File: src/rtl/spc_pkg.sv
// ============================================================================
//  Module   : spc_pkg
//  Purpose  : Shared constants and helpers for the SPC mailbox tracker.
//             - Default parameter values for the tracker.
//             - win_base(): word address of a channel's mailbox window.
//             - Field positions inside the SPC-readable status word.
//  Revision : 1.0  initial release
// ============================================================================
`default_nettype none

package spc_pkg;

  localparam int              DEF_NUM_IP    = 5;
  localparam int              DEF_ADDR_W    = 32;
  localparam longint unsigned DEF_BASE_ADDR = 64'd48;
  localparam int              DEF_WIN_DEPTH = 16;

  // Status word: fresh flags sit at the bottom and the ovf flags follow
  // immediately after them. All bits above that read as zero.
  localparam int STATUS_W         = 32;
  localparam int STATUS_FRESH_LSB = 0;

  function automatic int status_ovf_lsb(input int num_ip);
    return STATUS_FRESH_LSB + num_ip;
  endfunction

  // Base word address of mailbox window idx.
  function automatic longint unsigned win_base(input longint unsigned base,
                                               input longint unsigned depth,
                                               input longint unsigned idx);
    return base + idx * depth;
  endfunction

endpackage

`default_nettype wire

File: src/rtl/spc_mbox_chan.sv
// ============================================================================
//  Module   : spc_mbox_chan
//  Purpose  : One mailbox channel. Tracks the write and read pointers of a
//             single window, the number of unread words and a sticky
//             overflow flag.
//  Ports    : clk, rst      clock / synchronous active-high reset
//             wr            IP write strobe (one word per cycle)
//             rd, addr      SPC read enable and read address
//             ovf_clr       clear pulse for the overflow flag
//             wr_ptr        next address the IP writes
//             rd_ptr        oldest unread address
//             fresh         at least one unread word held
//             ovf           sticky: an unread word was overwritten
//  Revision : 1.0  initial release
// ============================================================================
`default_nettype none

module spc_mbox_chan
  import spc_pkg::*;
#(
  parameter int                ADDR_W = DEF_ADDR_W,
  parameter logic [ADDR_W-1:0] BASE   = '0,
  parameter int                DEPTH  = DEF_WIN_DEPTH
) (
  input  logic              clk,
  input  logic              rst,
  input  logic              wr,
  input  logic              rd,
  input  logic [ADDR_W-1:0] addr,
  input  logic              ovf_clr,
  output logic [ADDR_W-1:0] wr_ptr,
  output logic [ADDR_W-1:0] rd_ptr,
  output logic              fresh,
  output logic              ovf
);

  localparam int                PEND_W = $clog2(DEPTH + 1);
  localparam logic [PEND_W-1:0] FULL   = PEND_W'(DEPTH);
  localparam logic [ADDR_W-1:0] LAST   = BASE + ADDR_W'(DEPTH - 1);
  // Window bounds are compared one bit wider so a window ending exactly at
  // the top of the address space does not wrap the upper bound to zero.
  localparam logic [ADDR_W:0]   LO     = {1'b0, BASE};
  localparam logic [ADDR_W:0]   HI     = {1'b0, BASE} + (ADDR_W+1)'(DEPTH);

  logic [ADDR_W-1:0] wr_ptr_q, wr_ptr_d;
  logic [ADDR_W-1:0] rd_ptr_q, rd_ptr_d;
  logic [PEND_W-1:0] pend_q, pend_d;
  logic              ovf_q, ovf_d;

  logic hit, empty, full, rd_eff, rd_adv, ovf_set;

  function automatic logic [ADDR_W-1:0] nxt(input logic [ADDR_W-1:0] p);
    return (p == LAST) ? BASE : p + ADDR_W'(1);
  endfunction

  always_comb begin
    hit     = rd && ({1'b0, addr} >= LO) && ({1'b0, addr} < HI);
    empty   = (pend_q == '0);
    full    = (pend_q == FULL);
    // A read of an empty window is an underflow and has no effect.
    rd_eff  = hit && !empty;
    // A write into a full window with no matching read drops the oldest word.
    ovf_set = wr && full && !rd_eff;
    rd_adv  = rd_eff || ovf_set;

    wr_ptr_d = wr     ? nxt(wr_ptr_q) : wr_ptr_q;
    rd_ptr_d = rd_adv ? nxt(rd_ptr_q) : rd_ptr_q;

    pend_d = pend_q;
    if (wr && !rd_adv) begin
      pend_d = pend_q + PEND_W'(1);
    end else if (!wr && rd_eff) begin
      pend_d = pend_q - PEND_W'(1);
    end

    // Set has priority over a simultaneous clear.
    ovf_d = ovf_set || (ovf_q && !ovf_clr);
  end

  always_ff @(posedge clk) begin
    if (rst) begin
      wr_ptr_q <= BASE;
      rd_ptr_q <= BASE;
      pend_q   <= '0;
      ovf_q    <= 1'b0;
    end else begin
      wr_ptr_q <= wr_ptr_d;
      rd_ptr_q <= rd_ptr_d;
      pend_q   <= pend_d;
      ovf_q    <= ovf_d;
    end
  end

  assign wr_ptr = wr_ptr_q;
  assign rd_ptr = rd_ptr_q;
  assign fresh  = !empty;
  assign ovf    = ovf_q;

endmodule

`default_nettype wire

File: src/rtl/spc_mbox_tracker.sv
// ============================================================================
//  Module   : spc_mbox_tracker
//  Purpose  : Per-IP mailbox tracker for the security policy controller.
//             One channel per IP window; derives fresh / overflow flags, an
//             SPC-readable status word and a maskable interrupt.
//  Ports    : PHI1, MASRST  clock / synchronous active-high reset
//             ip_wr         per-IP write strobes
//             spc_rd        SPC data read enable
//             spc_addr      SPC data read address
//             irq_mask      1 = suppress fresh-driven irq for a channel
//             ovf_clr       per-channel overflow clear pulses
//             wr_ptr/rd_ptr packed per-channel pointers, channel i at
//                           [i*ADDR_W +: ADDR_W]
//             fresh, ovf    per-channel flags
//             status        {0.., ovf, fresh}
//             irq           |(fresh & ~irq_mask) | |ovf
//  Revision : 1.0  initial release
// ============================================================================
`default_nettype none

module spc_mbox_tracker
  import spc_pkg::*;
#(
  parameter int              NUM_IP    = DEF_NUM_IP,
  parameter int              ADDR_W    = DEF_ADDR_W,
  parameter longint unsigned BASE_ADDR = DEF_BASE_ADDR,
  parameter int              WIN_DEPTH = DEF_WIN_DEPTH
) (
  input  logic                     PHI1,
  input  logic                     MASRST,
  input  logic [NUM_IP-1:0]        ip_wr,
  input  logic                     spc_rd,
  input  logic [ADDR_W-1:0]        spc_addr,
  input  logic [NUM_IP-1:0]        irq_mask,
  input  logic [NUM_IP-1:0]        ovf_clr,
  output logic [NUM_IP*ADDR_W-1:0] wr_ptr,
  output logic [NUM_IP*ADDR_W-1:0] rd_ptr,
  output logic [NUM_IP-1:0]        fresh,
  output logic [NUM_IP-1:0]        ovf,
  output logic [STATUS_W-1:0]      status,
  output logic                     irq
);

  localparam int OVF_LSB = status_ovf_lsb(NUM_IP);

  for (genvar i = 0; i < NUM_IP; i++) begin : g_chan
    spc_mbox_chan #(
      .ADDR_W (ADDR_W),
      .BASE   (ADDR_W'(win_base(BASE_ADDR, 64'(WIN_DEPTH), 64'(i)))),
      .DEPTH  (WIN_DEPTH)
    ) u_chan (
      .clk     (PHI1),
      .rst     (MASRST),
      .wr      (ip_wr[i]),
      .rd      (spc_rd),
      .addr    (spc_addr),
      .ovf_clr (ovf_clr[i]),
      .wr_ptr  (wr_ptr[i*ADDR_W +: ADDR_W]),
      .rd_ptr  (rd_ptr[i*ADDR_W +: ADDR_W]),
      .fresh   (fresh[i]),
      .ovf     (ovf[i])
    );
  end

  always_comb begin
    status = '0;
    status[STATUS_FRESH_LSB +: NUM_IP] = fresh;
    status[OVF_LSB +: NUM_IP]          = ovf;
  end

  // Overflow is never maskable; only the fresh contribution is.
  assign irq = (|(fresh & ~irq_mask)) || (|ovf);

endmodule

`default_nettype wire

File: config.mk
export PLATFORM = sky130hd
export DESIGN_NAME = spc_mbox_tracker
export DESIGN_NICKNAME = d
export VERILOG_FILES = /design/src/rtl/spc_pkg.sv /design/src/rtl/spc_mbox_chan.sv /design/src/rtl/spc_mbox_tracker.sv
export SDC_FILE = /design/constraint.sdc
export NUM_CORES = 1
export LEC_CHECK = 0
export CORE_UTILIZATION = 52
export CTS_BUF_LIST = sky130_fd_sc_hd__clkbuf_4 sky130_fd_sc_hd__clkbuf_8
export DETAILED_ROUTE_END_ITERATION = 8
export PLACE_DENSITY = 0.86
export SYNTH_ARGS = -nofsm -noshare
export SYNTH_HDL_FRONTEND = slang
export SYNTH_SLANG_ARGS = --single-unit
File: constraint.sdc
create_clock -name PHI1 -period 5 [get_ports PHI1]
set_input_delay 1 -clock PHI1 [delete_from_list [all_inputs] [get_ports PHI1]]
set_output_delay 1 -clock PHI1 [all_outputs]
set_load 0.005 [all_outputs]
; Word level (Yosys, flattened, before mapping)
; Index checks and enable logic that the tools add are counted.
; Widths: inputs -> output; s select.
[classes]
n_lt_le_gt_ge = 10
muxes = 20
n_bitwise = 2
n_reduce_logical = 88
eq_ne = 15
addsub = 20
[ops]
columns = operator, count
row1 = $add 32x1->32 const B, 10
row2 = $mux 32, 10
row3 = $eq 32x7->1 const B, 8
row4 = $ge 32x7->1 const B, 4
row5 = $lt 32x7->1 const B, 4
row6 = $eq 32x6->1 const B, 2
row7 = $mux 5, 10
row8 = $logic_and 1x1->1, 40
row9 = $ge 32x6->1 const B, 1
row10 = $lt 32x8->1 const B, 1
row11 = $add 5x1->5 const B, 5
row12 = $eq 5x5->1 const B, 5
row13 = $logic_not 1->1, 25
row14 = $logic_not 5->1, 5
row15 = $sub 5x1->5 const B, 5
row16 = $logic_or 1x1->1, 11
row17 = $reduce_bool 2->1, 5
row18 = $reduce_or 5->1, 2
row19 = $and 5x5->5, 1
row20 = $not 5->5, 1
[word_totals]
elab_cells = 175
in_bits = 50
output_inout_bits = 363
regBits = 350

; Logic depth before layout (Yosys ltp)
[logic_depth]
depth_word = 10
ltp_mapped = 13
depth_no_buf = 13

; By module
; A second synthesis with hierarchy kept.
[unflattened]
hier_cells = 2256
area_unflattened_um2 = 18795.5
[modules_own_cells]
columns = mod, cells_each, n_inst, seq_area_each_um2, area_each_um2
row1 = spc_mbox_chan (g_chan[0].u_chan), 474, 1, 1401.3, 3908.7
row2 = spc_mbox_chan (g_chan[1].u_chan), 455, 1, 1401.3, 3786.1
row3 = spc_mbox_chan (g_chan[2].u_chan), 442, 1, 1401.3, 3786.1
row4 = spc_mbox_chan (g_chan[4].u_chan), 429, 1, 1401.3, 3519.6
row5 = spc_mbox_chan (g_chan[3].u_chan), 414, 1, 1401.3, 3493.4
row6 = spc_mbox_tracker, 42, 1, 0.0, 301.5

; Worst setup path after synthesis
; Ideal clock, no wire load.
[synth_timing]
path_kind = input to register
start = input spc_addr[20]
end = register g_chan[1].u_chan.pend_q[4]
required_ns = 4.930
setup_slack_ns = 1.076
arrival_ns = 3.854
setup_time_ns = 0.070
path_buffers = 3
path_stages = 13
path_cell_list = nor4_1 > nand4_1 > buf_2 > or3_1 > buf_2 > buf_1 > nand3_1 > ha_1 > a21o_1 > a21o_1 > or3_1 > a21o_1 > a21oi_1
[synth_via]
elab_chain_len = 10
word_cells_on_any_way = 13
classes_between = order compare (2) / mux (1) / reduce/logical (10)
[synth_rtl]
columns = element, line
row1 = "start, declared", spc_mbox_tracker.sv:33  ; input logic [ADDR_W-1:0] spc_addr,
row2 = $ge 32x7->1, spc_mbox_chan.sv:57  ; hit = rd && ({1'b0, addr} >= LO) && ({1'b0, addr} < HI);
row3 = $logic_and 1x1->1, spc_mbox_chan.sv:57
row4 = $logic_and 1x1->1 (*), spc_mbox_chan.sv:57
row5 = $logic_and 1x1->1 (*), spc_mbox_chan.sv:61  ; rd_eff = hit && !empty;
row6 = $logic_not 1->1, spc_mbox_chan.sv:63  ; ovf_set = wr && full && !rd_eff;
row7 = $logic_and 1x1->1, spc_mbox_chan.sv:63
row8 = $logic_or 1x1->1, spc_mbox_chan.sv:64  ; rd_adv = rd_eff || ovf_set;
row9 = $logic_not 1->1, spc_mbox_chan.sv:70  ; if (wr && !rd_adv) begin
row10 = $logic_and 1x1->1, spc_mbox_chan.sv:70
row11 = $mux 5 or $reduce_bool 2->1 (tied branches), -
row12 = "end signal, assigned", spc_mbox_chan.sv:89  ; pend_q <= pend_d;
row13 = "end, declared", spc_mbox_chan.sv:47  ; logic [PEND_W-1:0] pend_q, pend_d;
; Mark *: on every way between the ends. The rest lies on a longest branch, timed or not.
; A chain may end at the register's enable or synchronous reset.

; Final worst setup path
[layout_timing]
start = input spc_addr[24]
end = register g_chan[2].u_chan.pend_q[4]
[layout_via]
elab_chain_len = 10
word_cells_on_any_way = 13
classes_between = order compare (2) / mux (1) / reduce/logical (10)
[layout_rtl]
columns = element, line
row1 = $ge 32x7->1, spc_mbox_chan.sv:57
row2 = $logic_and 1x1->1, spc_mbox_chan.sv:57
row3 = $logic_and 1x1->1 (*), spc_mbox_chan.sv:57
row4 = $logic_and 1x1->1 (*), spc_mbox_chan.sv:61
row5 = $logic_not 1->1, spc_mbox_chan.sv:63
row6 = $logic_and 1x1->1, spc_mbox_chan.sv:63
row7 = $logic_or 1x1->1, spc_mbox_chan.sv:64
row8 = $logic_not 1->1, spc_mbox_chan.sv:70
row9 = $logic_and 1x1->1, spc_mbox_chan.sv:70
row10 = $mux 5 or $reduce_bool 2->1 (tied branches), -
row11 = "end signal, assigned", spc_mbox_chan.sv:89
row12 = "end, declared", spc_mbox_chan.sv:47
; Marked as above.

==> impl_metrics.env <==
export IMPL_place_ws_ns=0.309
export IMPL_layout_drive_gt1_share_pct=7.16
export IMPL_slowest_stage="nor3_2"
export IMPL_regArea_um2=7010
export IMPL_die_w_um=187
export IMPL_hold_viol_final=0
export IMPL_critPathKind="in -> reg"
export IMPL_slowest_delay_ns=0.51
export IMPL_async_flop_share_pct=0
export IMPL_fin_ws_ns=0.845
export IMPL_rsz0062_at_grt="no"
export IMPL_core_um2=33600
export IMPL_met1_length_mm=21.2
export IMPL_fillerInstances=2596
export IMPL_route_met3_wl_mm=3.56
export IMPL_fin_worst_skew_ns=0.0200
export IMPL_avgSynthCellArea_um2=8.40
export IMPL_worst_pin_slew_ns=1.27
export IMPL_ant_nets=0
export IMPL_p_per_area_nw_per_um2=273
export IMPL_synth_cell_type_count=76
export IMPL_num_rows=67
export IMPL_drv_cap=0
export IMPL_leakage_nw=8.04
export IMPL_postCtsResizedCells=0
export IMPL_io_pins=413
export IMPL_relSlewSlack_pct=15.4
export IMPL_clk_latency_ns=0.61
export IMPL_first_pass_iters=7
export IMPL_gr_total_overflow=0
export IMPL_top_layer="met5"
export IMPL_synth_edf_count=0
export IMPL_post_dp_hpwl_mm=36.6
export IMPL_die_h_um=187
export IMPL_drt_iter0_drc=1230
export IMPL_routabilityCongestion=0.918
export IMPL_grt_max_degree=56
export IMPL_synth_seq_cells=350
export IMPL_multi_input_area_um2=10100
export IMPL_grt_pass1_wl_mm=83.6
export IMPL_fin_nets=2574
export IMPL_ir_drop_uv=200
export IMPL_start_util_pct=53.0
export IMPL_syn_instance_count=2121
export IMPL_outcome="complete, no violations"
export IMPL_slew_viol_final=0
export IMPL_critPathCaptureType="flop"
export IMPL_io_buffer_count=386
export IMPL_final_core_util_pct=69.3
export IMPL_area_delta_synth_final_pct=30.7
export IMPL_die_area_um2=35000
export IMPL_ys_flop_type="dfxtp_1"
export IMPL_path_max_fanout=8
export IMPL_crit_arrival_ns=4.65
export IMPL_cts_tree="done"
export IMPL_grt_usage_pct=28.1
export IMPL_vias_per_cell=5.90
export IMPL_postCtsSetupRepairBufs=0
export IMPL_post_route_min_period_ns=4.16
export IMPL_numCtsBuffers=60
export IMPL_antenna_found_initial=3
export IMPL_setup_violations=0
export IMPL_fin_tns_setup_ns=0
export IMPL_wl_per_cell_um=17.3
export IMPL_cts_max_path_buffers=3
export IMPL_cts_root_buf="clkbuf_8"
export IMPL_required_ns=5.49
export IMPL_final_common_cell="clkdlybuf4s50_1"
export IMPL_cts_hold_buffers=0
export IMPL_min_path_type="reg -> reg"
export IMPL_wl_mm=51.6
export IMPL_wl_met2_mm=25.0
export IMPL_syn_area_um2=17800
export IMPL_path_cells="clkdlybuf4s50_1 > nor4_1 > nand4_1 > nor3_2 > nor2_1 > nand2_1 > inv_1 > fa_1 > nor2b_1 > o21ai_0 > nand2b_1 > nor3_1 > a31oi_1 > mux2_2"
export IMPL_cts_sinks=350
export IMPL_max_freq_mhz=241
export IMPL_timing_hold_ws_ns=0.502
export IMPL_yosysSeqAreaShare_pct=39.3
export IMPL_post_route_period_util_pct=83.1
export IMPL_drc_errors=0
export IMPL_grt_pass1_vias=16600
export IMPL_start_kind="input pin"
export IMPL_vias=17700
export IMPL_yosys_warnings=0
export IMPL_mostFrequentLayoutCells="clkdlybuf4s50_1, dfxtp_1, nor2_1"
export IMPL_clk_pin_slew_ns=0.06
export IMPL_htree_levels=2
## cell families after synthesis
group	Yosys count	synth area share, %
buf+inv	173	4.67
other cells	1	0.0211
simple gates	998	29.5
xor+xnor	233	11.5
mux	24	1.43
fa+ha+maj	30	2.32
flops	350	39.3
compound gates	312	11.3
## path summary, 6_finish.rpt
check                              from                         end  slack, ns  depth (start not counted)
max                        spc_addr[24]  g_chan[2].u_chan.pend_q[4]       0.84                         14
min          g_chan[3].u_chan.rd_ptr[1]  g_chan[3].u_chan.rd_ptr[1]       0.50                          2
max reg2reg  g_chan[4].u_chan.pend_q[0]  g_chan[4].u_chan.pend_q[4]       1.33                         12
min reg2reg  g_chan[3].u_chan.rd_ptr[1]  g_chan[3].u_chan.rd_ptr[1]       0.50                          2
## per-layer routing
metal,GRT usage [%],vias up
met5,0,-
met4,11.3,2
met3,4.95,149
met2,48.2,736
met1,34.9,8455
li1,-,8331
## sequential cells by signal, indices dropped and copies added, names as in the netlist
signal and cells:
g_chan.u_chan.wr_ptr 160, g_chan.u_chan.pend_q 25, g_chan.u_chan.rd_ptr 160, g_chan.u_chan.ovf 5
## where the power goes
group / switching [mW] / internal, mW / total, mW
sequential: 0.0570 / 2.83 / 2.89
clock: 1.20 / 1.75 / 2.95
combinational: 0.260 / 0.253 / 0.512
## worst max-delay path, delay by kind of cell
family                   cells  cell delay [ns]
adder cells (fa/ha/maj)      1             0.40
AO/OA/AOI/OAI                2             0.25
AND/OR/NAND/NOR              8             2.18
buffers and inverters        2             0.48
multiplexers                 1             0.34
## layout make-up
class / instances / area share [%]
diodes: 2 / 0.0215
clock buffers: 92 / 5.03
clock inverters: 19 / 0.972
inverters: 55 / 0.886
multi-input cells: 1619 / 43.3
flip-flops and latches: 350 / 30.1
well taps: 448 / 2.41
repair buffers: 408 / 17.3
## metrics by stage
stage / area [um^2] / total power [mW] / std cells
5_1_grt: 23300 / 6.58 / 2993
6_report: 23300 / 6.36 / 2993
4_1_cts: 23300 / 6.39 / 2991
2_1_floorplan: 17900 / 3.29 / 2142
3_5_place_dp: 21900 / 3.46 / 2880
3_3_place_gp: 21900 / 3.43 / 2880
## synth_stat cells, drive strengths merged (5+ instances only)
cell type | instances | area (um^2)
clkbuf | 50 | 188
ha | 25 | 313
and3 | 39 | 244
xor2 | 119 | 1040
or4 | 43 | 327
fa | 5 | 100
a21oi | 115 | 576
nor4 | 83 | 553
nor3 | 39 | 210
and4 | 31 | 272
a2111oi | 12 | 210
buf | 68 | 438
a211oi | 13 | 97.6
nor2b | 8 | 50.1
nand2b | 17 | 106
nand2 | 123 | 462
o211ai | 12 | 95.1
nor4b | 11 | 103
o21ai | 86 | 434
nand4 | 97 | 613
mux2i | 22 | 231
inv | 55 | 206
nor2 | 308 | 1160
xnor2 | 114 | 998
dfxtp | 350 | 7010
o31ai | 21 | 171
a21o | 13 | 97.6
a31oi | 8 | 50.1
o2111ai | 11 | 96.3
or3 | 51 | 319
and2 | 18 | 113
nor3b | 6 | 56.3
or2 | 10 | 62.6
nand3 | 104 | 521
Note: power is estimated with default switching activity, not from simulation.
